File: config.mk
export PLATFORM = sky130hd
export DESIGN_NAME = divider16bit_seq_flat
export DESIGN_NICKNAME = d
export VERILOG_FILES = /design/src/rtl/div_pkg.sv /design/src/rtl/divider16bit_seq_if.sv /design/src/rtl/div_step.sv /design/src/rtl/divider16bit_seq.sv /design/src/flat_wrapper.sv
export SDC_FILE = /design/constraint.sdc
export NUM_CORES = 1
export LEC_CHECK = 0
export ABC_AREA = 1
export BUFFER_PORTS_ARGS = -buffer_cell sky130_fd_sc_hd__buf_4
export CORE_MARGIN = 5
export CORE_UTILIZATION = 35
export DETAILED_ROUTE_END_ITERATION = 12
export PLACE_DENSITY = 0.6
export SLEW_MARGIN = 40
export SYNTH_ARGS = -nofsm -noshare
export SYNTH_HDL_FRONTEND = slang
export SYNTH_SLANG_ARGS = --single-unit
File: constraint.sdc
create_clock -name clk -period 2.1 [get_ports clk]
set_input_delay 0.105 -clock clk [delete_from_list [all_inputs] [get_ports clk]]
set_output_delay 0.105 -clock clk [all_outputs]
set_load 0.01 [all_outputs]
File: src/rtl/div_pkg.sv
// Shared types and defaults for the sequential restoring divider.
package div_pkg;

  localparam int DIV_W_DEF = 16;

  typedef enum logic [1:0] {
    IDLE = 2'd0,
    BUSY = 2'd1,
    DONE = 2'd2
  } state_e;

endpackage

File: src/rtl/divider16bit_seq_if.sv
// Operand/result handshake bundle for the divider; slave = divider, master = producer/consumer.
interface divider16bit_seq_if import div_pkg::*; #(
  parameter int DIV_W = DIV_W_DEF
);

  logic                 in_valid;
  logic                 in_ready;
  logic [2*DIV_W-1:0]   dividend;
  logic [DIV_W-1:0]     divisor;
  logic                 out_valid;
  logic                 out_ready;
  logic [DIV_W-1:0]     quotient;
  logic [DIV_W-1:0]     remainder;
  logic                 div_zero;
  logic                 ovf;

  modport slave (
    input  in_valid, dividend, divisor, out_ready,
    output in_ready, out_valid, quotient, remainder, div_zero, ovf
  );

  modport master (
    output in_valid, dividend, divisor, out_ready,
    input  in_ready, out_valid, quotient, remainder, div_zero, ovf
  );

endinterface

File: src/rtl/div_step.sv
// One restoring iteration: compare the shifted partial remainder with the divisor, subtract if it fits.
// Purely combinational; the result always fits in DIV_W bits because the remainder stays below the divisor.
module div_step #(
  parameter int DIV_W = 16
) (
  input  logic [DIV_W:0]   prem_i,
  input  logic [DIV_W-1:0] divisor_i,
  output logic [DIV_W-1:0] prem_o,
  output logic             qbit_o
);

  logic [DIV_W+1:0] diff;
  logic             unused_diff_msb;

  // The extra top bit is the borrow: clear means prem_i >= divisor.
  assign diff            = {1'b0, prem_i} - {2'b00, divisor_i};
  assign qbit_o          = ~diff[DIV_W+1];
  assign prem_o          = qbit_o ? diff[DIV_W-1:0] : prem_i[DIV_W-1:0];
  assign unused_diff_msb = diff[DIV_W];

endmodule

File: src/rtl/divider16bit_seq.sv
// Sequential 2N/N unsigned divider: one quotient bit per cycle, result DIV_W+1 cycles after accept (1 on error).
// Accepts only in IDLE; result held in DONE until out_ready, so in_ready stays low while the consumer stalls.
module divider16bit_seq import div_pkg::*; #(
  parameter int DIV_W = DIV_W_DEF
) (
  input  logic               clk,
  input  logic               rst_n,
  divider16bit_seq_if.slave  io
);

  localparam int CNT_W = $clog2(DIV_W + 1);

  state_e             state_q, state_d;
  logic [CNT_W-1:0]   cnt_q, cnt_d;
  logic [DIV_W-1:0]   prem_q, prem_d;
  logic [DIV_W-1:0]   lo_q, lo_d;
  logic [DIV_W-1:0]   dsr_q, dsr_d;
  logic [DIV_W-1:0]   quo_q, quo_d;
  logic               dz_q, dz_d;
  logic               ovf_q, ovf_d;

  logic [DIV_W:0]     step_in;
  logic [DIV_W-1:0]   step_rem;
  logic               step_qbit;

  // Low dividend half feeds the shift MSB-first.
  assign step_in = {prem_q, lo_q[DIV_W-1]};

  div_step #(.DIV_W(DIV_W)) u_step (
    .prem_i    (step_in),
    .divisor_i (dsr_q),
    .prem_o    (step_rem),
    .qbit_o    (step_qbit)
  );

  always_comb begin
    state_d = state_q;
    cnt_d   = cnt_q;
    prem_d  = prem_q;
    lo_d    = lo_q;
    dsr_d   = dsr_q;
    quo_d   = quo_q;
    dz_d    = dz_q;
    ovf_d   = ovf_q;
    unique case (state_q)
      IDLE: begin
        if (io.in_valid) begin
          dz_d  = 1'b0;
          ovf_d = 1'b0;
          if (io.divisor == '0) begin
            state_d = DONE;
            dz_d    = 1'b1;
            quo_d   = '1;
            prem_d  = io.dividend[DIV_W-1:0];
          end else if (io.dividend[2*DIV_W-1:DIV_W] >= io.divisor) begin
            // Quotient would need more than DIV_W bits.
            state_d = DONE;
            ovf_d   = 1'b1;
            quo_d   = '1;
            prem_d  = '0;
          end else begin
            state_d = BUSY;
            prem_d  = io.dividend[2*DIV_W-1:DIV_W];
            lo_d    = io.dividend[DIV_W-1:0];
            dsr_d   = io.divisor;
            quo_d   = '0;
            cnt_d   = '0;
          end
        end
      end
      BUSY: begin
        prem_d = step_rem;
        lo_d   = {lo_q[DIV_W-2:0], 1'b0};
        quo_d  = {quo_q[DIV_W-2:0], step_qbit};
        cnt_d  = cnt_q + 1'b1;
        if (cnt_q == CNT_W'(DIV_W - 1)) state_d = DONE;
      end
      DONE: begin
        if (io.out_ready) state_d = IDLE;
      end
      default: state_d = IDLE;
    endcase
  end

  always_ff @(posedge clk or negedge rst_n) begin
    if (!rst_n) begin
      state_q <= IDLE;
      cnt_q   <= '0;
      prem_q  <= '0;
      lo_q    <= '0;
      dsr_q   <= '0;
      quo_q   <= '0;
      dz_q    <= 1'b0;
      ovf_q   <= 1'b0;
    end else begin
      state_q <= state_d;
      cnt_q   <= cnt_d;
      prem_q  <= prem_d;
      lo_q    <= lo_d;
      dsr_q   <= dsr_d;
      quo_q   <= quo_d;
      dz_q    <= dz_d;
      ovf_q   <= ovf_d;
    end
  end

  assign io.in_ready  = (state_q == IDLE);
  assign io.out_valid = (state_q == DONE);
  assign io.quotient  = quo_q;
  assign io.remainder = prem_q;
  assign io.div_zero  = dz_q;
  assign io.ovf       = ovf_q;

endmodule
File: src/flat_wrapper.sv
// flat-port wrapper written by rule: the top's interface ports become plain ports
module divider16bit_seq_flat import div_pkg::*;
#(
  parameter int DIV_W = DIV_W_DEF
)
  (clk, rst_n, io_in_valid, io_dividend, io_divisor, io_out_ready, io_in_ready, io_out_valid, io_quotient, io_remainder, io_div_zero, io_ovf);
  divider16bit_seq_if #(.DIV_W(DIV_W)) io_i ();
  input  logic clk;
  input  logic rst_n;
  input wire logic [$bits(io_i.in_valid)-1:0] io_in_valid;
  input wire logic [$bits(io_i.dividend)-1:0] io_dividend;
  input wire logic [$bits(io_i.divisor)-1:0] io_divisor;
  input wire logic [$bits(io_i.out_ready)-1:0] io_out_ready;
  output wire logic [$bits(io_i.in_ready)-1:0] io_in_ready;
  output wire logic [$bits(io_i.out_valid)-1:0] io_out_valid;
  output wire logic [$bits(io_i.quotient)-1:0] io_quotient;
  output wire logic [$bits(io_i.remainder)-1:0] io_remainder;
  output wire logic [$bits(io_i.div_zero)-1:0] io_div_zero;
  output wire logic [$bits(io_i.ovf)-1:0] io_ovf;
  assign io_i.in_valid = io_in_valid;
  assign io_i.dividend = io_dividend;
  assign io_i.divisor = io_divisor;
  assign io_i.out_ready = io_out_ready;
  assign io_in_ready = io_i.in_ready;
  assign io_out_valid = io_i.out_valid;
  assign io_quotient = io_i.quotient;
  assign io_remainder = io_i.remainder;
  assign io_div_zero = io_i.div_zero;
  assign io_ovf = io_i.ovf;
  divider16bit_seq #(.DIV_W(DIV_W)) u_core (.clk(clk), .rst_n(rst_n), .io(io_i));
endmodule
==> metrics, run 1 <==
ys async rst share=1.000; diode count=0; min-delay worst type=primary input to flop; WS Path Type=flop to flop; cell taking the most area after synthesis=dfrtp_1; detailed-route via count=5499; Worst Path Arrival=2.30 ns; Die Footprint=18580 sq um; Finish-stage setup viols=0; DR iter-0 viols=410; clk_lat worst skew=0.34 ns; synth top area cells=dfrtp_1 (33%), nand2_1 (19%), inv_1 (9.5%), ha_1 (7.6%), nand3_1 (5.4%); Final Hold Viols=0; total of max-cap violations=0; # IOs=88; chip width=136.3 microns; worst hold path startpoint=io_dividend[0]; Die Span Y=136.3 microns; Filler Cell Count=1686; layout cell share with drive strength beyond 1=0.2222; Synth cell types=36; max_slew headroom=0.6297; Final Critical Period=2.046 ns; Syn Inst Count=845; total grt overflow=0; Cell Area, Synth=5583 sq um; 1st-pass router iterations=5; FF+latch count, synth=73; Vias per Instance=4.700; first-pass GRT wire length=26160 microns; placed cells=1146; fmax=488.8 MHz; worst vdd rail ir drop=0.0005657 V; EDFF count, synth=0; Max Slew Vio Count=0; top_reg_cell synth=dfrtp_1; Avg Cell Area, Syn=6.607 sq um; number of global-route vias before repair=5208; Critical Path Fanout Max=5; CP required=2.36 ns; DR WL/cell=13.97 microns; port buffer count=87; Residual DRC=0; detailed placement HPWL=12090 microns; status=finished, final reports clean; Startpoint Class=flop; Worst Setup End Kind=flop; standard-cell row count=46; pwr dens=1745 nW/um^2; Routability Congestion=0.8827; nets=1037; clock net sink count=73; share of the synthesized area in the top cell type=0.3272; Final Routed Wirelength=16340 microns; synthesized net count=932; largest net degree at the start of global routing=52; post-place setup slack=-0.01622 ns; Initial Util=0.3540; core footprint=15770 sq um; Leakage=0.004063 uW; CTS Root Cell=clkbuf_16; Final period util=0.9742; initial antenna violation count=0; Total Power=12660 uW; post-route setup slack=0.05408 ns; CTS Buf Count=9; GRT Total Usage=0.1776; maximum root-to-sink buffer count=2; crit path from=u_core.io.remainder[9]; Layout Skew=0.006139 ns; post-synthesis sequential area ratio=0.3272; Least-Margin Pin Slew=0.5554 ns; DRT antenna net count=0; Final Hold Slack=0.04160 ns; Area Overhead vs Synth=30.01%; top cells by count, synth=nand2_1 (284), inv_1 (142), dfrtp_1 (73); reg-to-reg startpoint=u_core.io.remainder[9]; final non-filler cell total=1170; most instantiated library cell after synthesis=nand2_1; CTS tree=built; H-tree Lvls=3; warning count from the yosys run=0; Reg clk slew, reported paths=0.06 ns
==> power by group <==
part,internal [uW],total [uW],leakage (uW),switching [uW]
Clock,1220,1860,0.000172,637
Sequential,2100,2650,0.000898,552
Combinational,3410,8150,0.00299,4750
==> layer usage <==
metal / wire (microns) / GRT usage / vias to the layer above
met2: 7510 / 0.2826 / 111
met3: 663 / 0.03072 / 23
met5: 0 / 0 / -
li1: - / - / 2848
met4: 269 / 0.04927 / 0
met1: 7897 / 0.2487 / 2517
==> worst max-delay path, stage by stage (launching register included) <==
cell,delay [ns]
dfrtp_2,0.44
ha_4,0.27
nand2_1,0.06
nand2_1,0.08
nand2_1,0.08
nand2_2,0.08
a21oi_4,0.25
buf_4,0.17
nand3_2,0.16
nand2_1,0.10
nand3_1,0.07
a21boi_1,0.20
==> worst paths after layout <==
kind	end	slack [ns]	cells past startpoint
min in group asynchronous	u_core.io.quotient[3]	0.29	2
setup reg to reg	u_core.io.remainder[9]	0.05	11
max in group asynchronous	u_core.lo_q[5]	1.21	3
hold reg to reg	u_core.lo_q[4]	0.47	2
hold / removal	u_core.lo_q[0]	0.04	3
setup / recovery	u_core.io.remainder[9]	0.05	11
==> timing repair <==
item                       4_1_cts  5_1_grt
hold buffers                     1        0
resized for setup                2       40
gates cloned                     1        2
setup buffers                    0        5
setup endpoints to repair        9       17
hold endpoints to repair        37        0
pin swaps                        1        9
==> cell type report <==
cell class                 count  area, sq um  area share
clock buffer                  11        252.7     0.03482
clock inverter                 4        98.84     0.01362
inverter                     147        551.8     0.07602
multi-input combinational    599         3284      0.4525
sequential                    73         1832      0.2524
tap                          216        270.3     0.03723
timing repair buffer         120        968.4      0.1334
==> registers in the layout (all words and copies together), names as in the netlist <==
| register | flops |
|---|---|
| u_core.lo_q | 16 |
| u_core.io.quotient | 16 |
| u_core.io.div_zero | 1 |
| u_core.state_q | 2 |
| u_core.io.ovf | 1 |
| u_core.dsr_q | 16 |
| u_core.io.remainder | 16 |
| u_core.cnt_q | 5 |
==> through the flow <==
stage / area [sq um] / TNS [ns] / utilization
final: 7258 / 0 / 0.4603
after global routing: 7258 / -0.01789 / 0.4603
after CTS: 6984 / 0 / 0.4429
after detailed placement: 6600 / -0.06211 / 0.4185
after global placement: 6600 / -0.009543 / 0.4185
after floorplan: 5583 / 0 / -
==> kinds of logic after synthesis <==
logic type,count (synthesis),share of synthesized area
AO/OA/AOI/OAI,62,0.06320
flip-flops,73,0.3272
buffers and inverters,176,0.1282
adder cells (fa/ha/maj),35,0.07979
XOR/XNOR,6,0.009413
AND/OR/NAND/NOR,493,0.3922
==> cells in the final DEF (no fill, tap or decap), types with 2 or more instances in the layout <==
| cell type | Yosys | layout |
|---|---|---|
| clkbuf_16 | 0 | 9 |
| nand3_1 | 60 | 59 |
| inv_2 | 5 | 7 |
| a21oi_1 | 14 | 13 |
| dfrtp_1 | 73 | 69 |
| xnor2_1 | 4 | 4 |
| nand2_4 | 3 | 4 |
| buf_4 | 3 | 112 |
| ha_4 | 0 | 13 |
| nand2_1 | 284 | 279 |
| dfrtp_2 | 0 | 4 |
| inv_1 | 142 | 140 |
| bufinv_16 | 0 | 3 |
| nand2_2 | 15 | 19 |
| nor2_4 | 6 | 7 |
| or2_2 | 10 | 10 |
| clkbuf_8 | 0 | 2 |
| nor2_1 | 67 | 66 |
| nor2_2 | 4 | 4 |
| buf_12 | 0 | 4 |
| nand4_1 | 37 | 37 |
| buf_6 | 2 | 2 |
| ha_1 | 34 | 21 |
| a21boi_1 | 8 | 8 |
| nand3_2 | 0 | 2 |
| xor2_1 | 2 | 2 |
| nand3_4 | 1 | 3 |
| o21ai_0 | 36 | 36 |
Power figures use the tool's default switching activity.
==> inputs of run 2 (changes only) <==
Settings changed: CORE_UTILIZATION 35 to 58, PLACE_DENSITY 0.6 to 0.87.
==> metrics, run 2 (synthesized netlist as in run 1, its figures left out) <==
total of max-cap violations=0; Die Span Y=108.1 microns; H-tree Lvls=3; Vias per Instance=5.339; slowest cell on the critical path=dfrtp_1; Area Overhead vs Synth=22.95%; reg-to-reg startpoint=u_core.dsr_q[8]; max_slew headroom=0.6512; Worst Path Arrival=2.31 ns; Residual DRC=0; worst hold path startpoint=io_dividend[0]; detailed placement HPWL=10760 microns; layout cell share with drive strength beyond 1=0.2076; Leakage=0.003938 uW; WS Path Type=flop to flop; # IOs=88; total grt overflow=0; Layout Skew=0.01073 ns; CTS Buf Count=9; Max Slew Vio Count=0; WP buf/inv=3; Routability Congestion=0.8920; worst vdd rail ir drop=0.0008638 V; clock net sink count=73; core footprint=9328 sq um; Critical Path Fanout Max=5; Final period util=0.9689; maximum root-to-sink buffer count=2; detailed-route via count=5755; placed cells=1052; Startpoint Class=flop; sequence of cells on the critical path=inv_1 -> ha_4 -> nand2_2 -> inv_2 -> nand2_1 -> nand2_1 -> inv_2 -> nand2_1 -> nand2_4 -> nand3_2 -> nand2_1 -> nand3_1 -> a21boi_1; crit path from=u_core.dsr_q[8]; DR WL/cell=14.25 microns; CP required=2.37 ns; Final Critical Period=2.035 ns; Final Hold Slack=0.03104 ns; initial antenna violation count=0; pwr dens=1708 nW/um^2; critical path's largest stage delay=0.39 ns; diode count=0; standard-cell row count=35; status=finished, final reports clean; port buffer count=87; nets=1031; clk_lat worst skew=0.35 ns; CP dominant cell by count=nand2_1; hold path cells=3; DRT antenna net count=0; RR Endpoint=u_core.io.remainder[1]; CP top delay family=simple AND/OR/NAND/NOR gates; Final Routed Wirelength=15370 microns; Reg clk slew, reported paths=0.09 ns; Setup TNS=0 ns; CTS Root Cell=clkbuf_8; Least-Margin Pin Slew=0.5231 ns; most frequent cells in the layout=nand2_1 (283), inv_1 (142), buf_4 (109); CTS tree=built; Finish-stage setup viols=0; GRT Total Usage=0.2606; Initial Util=0.5985; chip width=108.1 microns; first-pass GRT wire length=24560 microns; final non-filler cell total=1078; largest net degree at the start of global routing=48; Final Hold Viols=0; cells on worst reg2reg path=13; hold worst-path end=u_core.lo_q[0]; Worst Setup End Kind=flop; DR iter-0 viols=369; r2r setup slk=0.07 ns; commonest non-fill, non-tap cell in the layout=nand2_1; min-delay worst type=primary input to flop; number of global-route vias before repair=5292; fmax=491.5 MHz; Die Footprint=11690 sq um; 1st-pass router iterations=5
[run 2: layout make-up]
class	instances	area [sq um]
clock inverters	7	58.81
multi-input cells	599	3249
fillers	695	2464
well taps	129	161.4
flip-flops and latches	73	1828
inverters	147	551.8
repair buffers	114	890.9
clock buffers	9	123.9
[run 2: metal layers]
layer  up-vias  part of all wire  GRT usage
met5         -                 0          0
met4         0             0.029    0.09558
met1      2630              0.42     0.3587
met2       260              0.47     0.4143
li1       2823                 -          -
met3        42             0.076    0.04418
[run 2: worst max-delay path by stage]
stage                                         end  slack (ns)  cells after the start
after floorplan            u_core.io.remainder[3]        0.17                     10
after global placement    u_core.io.remainder[13]        0.03                     11
after detailed placement  u_core.io.remainder[13]        0.03                     11
after CTS                  u_core.io.remainder[6]        0.05                     13
after global routing      u_core.io.remainder[14]       -0.04                     12
final                      u_core.io.remainder[1]        0.07                     13
[run 2: where the power goes]
group	switching (uW)	leakage, uW	internal [uW]
Sequential	575	0.000900	2090
Combinational	4740	0.00295	3250
Clock	624	0.0000872	448
[run 2: worst register-to-register path: stages, from the launching register on]
cell and delay [ns]:
dfrtp_1 0.39, inv_1 0.14, ha_4 0.24, nand2_2 0.13, inv_2 0.05, nand2_1 0.06
nand2_1 0.07, inv_2 0.07, nand2_1 0.11, nand2_4 0.15, nand3_2 0.19, nand2_1 0.10
nand3_1 0.09, a21boi_1 0.19
[run 2: what timing repair did]
action                                  4_1_cts  5_1_grt
pin swaps                                     1        5
endpoints found under the hold margin        38        0
setup buffers                                 0        6
endpoints found under the setup margin        1       18
resized for setup                             0       28
hold buffers                                  1        0
cloned                                        1        2
[run 2: per-stage QoR]
step | power, uW | setup WS (ns) | util | cell area, sq um
after global placement | 9606 | 0.03326 | 0.6876 | 6414
after global routing | 12840 | -0.03579 | 0.7359 | 6864
final | 11730 | 0.06527 | 0.7359 | 6864
after CTS | 10900 | 0.04800 | 0.7093 | 6616
after detailed placement | 9729 | 0.03313 | 0.6876 | 6414
after floorplan | 7799 | 0.1680 | - | 5583
==> inputs of run 3 (changes only) <==
Settings changed: CORE_UTILIZATION 58 to 50, PLACE_DENSITY 0.87 to 0.78.
==> metrics, run 3 (synthesized netlist as in run 1, its figures left out) <==
status=finished, final reports clean; RR Endpoint=u_core.io.remainder[8]; Layout Skew=0.01506 ns; Critical Path Sink=u_core.io.remainder[8]; port buffer count=87; CTS tree=built; WP buf/inv=2; Worst Setup End Kind=flop; maximum root-to-sink buffer count=2; Area Overhead vs Synth=23.42%; Reg clk slew, reported paths=0.09 ns; cells on worst reg2reg path=15; sequence of cells on the critical path=inv_1 -> ha_2 -> fa_2 -> inv_1 -> nand3_1 -> nand3_2 -> nand2_1 -> nand3_1 -> nand2_1 -> nand2_2 -> nand2_2 -> nand2_1 -> nor2_1 -> nor2_1 -> nor2_1; crit path from=u_core.lo_q[15]; largest net degree at the start of global routing=43; Die Footprint=13380 sq um; CTS Root Cell=clkbuf_8; fmax=503.3 MHz; Max Slew Vio Count=0; met2 wire len=7533 microns; H-tree Lvls=3; Residual DRC=0; number of global-route vias before repair=4996; Startpoint Class=flop; Final period util=0.9461; standard-cell row count=38; core footprint=10890 sq um; total grt overflow=0; # IOs=88; pwr dens=1711 nW/um^2; Finish-stage setup viols=0; met1 wire length=6908 microns; placed cells=1063; DR WL/cell=14.19 microns; Final Routed Wirelength=15460 microns; WS Path Type=flop to flop; GRT Total Usage=0.2264; CP top delay family=simple AND/OR/NAND/NOR gates; Routability Congestion=0.9287; Critical Path Fanout Max=3; total of max-cap violations=0; initial antenna violation count=0; clk_lat worst skew=0.37 ns; Final Critical Period=1.987 ns; reg-to-reg startpoint=u_core.lo_q[15]; worst vdd rail ir drop=0.0008243 V; Filler Cell Count=968; DR iter-0 viols=361; nets=1031; Total Power=11790 uW; commonest non-fill, non-tap cell in the layout=nand2_1; r2r setup slk=0.11 ns; Vias per Instance=5.155; detailed placement HPWL=11230 microns; Initial Util=0.5128; chip width=115.7 microns; Setup TNS=0 ns; diode count=0; 1st-pass router iterations=5; CP required=2.36 ns; clock net sink count=73; routed wl met3=877 microns; DRT antenna net count=0; Final Hold Viols=0; min-delay worst type=primary input to flop; most frequent cells in the layout=nand2_1 (279), inv_1 (141), buf_4 (111); CTS Buf Count=9; critical path's largest stage delay=0.37 ns; Least-Margin Pin Slew=0.5691 ns; WP depth=15; max_slew headroom=0.6206; slowest cell on the critical path=fa_2; Worst Path Arrival=2.25 ns; Leakage=0.003938 uW; detailed-route via count=5614; first-pass GRT wire length=24210 microns; layout cell share with drive strength beyond 1=0.2129; Max Used Layer=met4; worst hold path startpoint=io_dividend[0]; final non-filler cell total=1089; Die Span Y=115.7 microns
[run 3: final cells by class]
| cell class | count | area (sq um) | area share |
|---|---|---|---|
| multi-input cells | 599 | 3237 | 0.4698 |
| flip-flops and latches | 73 | 1831 | 0.2657 |
| repair buffers | 114 | 883.3 | 0.1282 |
| inverters | 147 | 555.5 | 0.08062 |
| well taps | 140 | 175.2 | 0.02542 |
| clock buffers | 9 | 123.9 | 0.01798 |
| clock inverters | 7 | 85.08 | 0.01235 |
[run 3: timing repair]
item	4_1_cts	5_1_grt
setup endpoints to repair	1	18
pin swaps	1	8
setup buffers	0	6
gates cloned	1	2
gates resized for setup	1	29
hold endpoints to repair	41	0
hold buffers	1	0
[run 3: per-stage QoR]
stage	worst slack (ns)	hold slack, ns	area, sq um	utilization
3_3_place_gp	0.03159	0.1410	6427	0.5903
5_1_grt	-0.02871	0.02598	6890	0.6328
6_report	0.1132	0.01681	6890	0.6328
2_1_floorplan	0.1680	-0.1906	5583	-
4_1_cts	0.007746	0.006854	6664	0.6120
3_5_place_dp	-0.01692	0.1395	6427	0.5903
[run 3: where the power goes]
| group | switching [uW] | leakage (uW) | internal [uW] |
|---|---|---|---|
| Sequential | 578 | 0.000899 | 2090 |
| Combinational | 4690 | 0.00294 | 3240 |
| Clock | 621 | 0.000100 | 573 |
[run 3: per-layer routing]
layer | GRT usage | up-vias
met5 | 0 | -
met4 | 0.04718 | 0
met3 | 0.03499 | 14
met2 | 0.3700 | 180
met1 | 0.3212 | 2596
li1 | - | 2824
[run 3: worst min-delay path: stages]
cell,delay [ns]
buf_4,0.09
nand3_1,0.07
nand2_1,0.07
[run 3: worst min path at each step]
stage,slack (ns),end,depth (start not counted)
6_report,0.02,u_core.lo_q[0],3
5_1_grt,0.03,u_core.lo_q[0],3
4_1_cts,0.007,u_core.lo_q[0],3
3_5_place_dp,0.14,u_core.io.quotient[2],1
3_3_place_gp,0.14,u_core.io.quotient[3],1
2_1_floorplan,-0.19,u_core.cnt_q[0],0
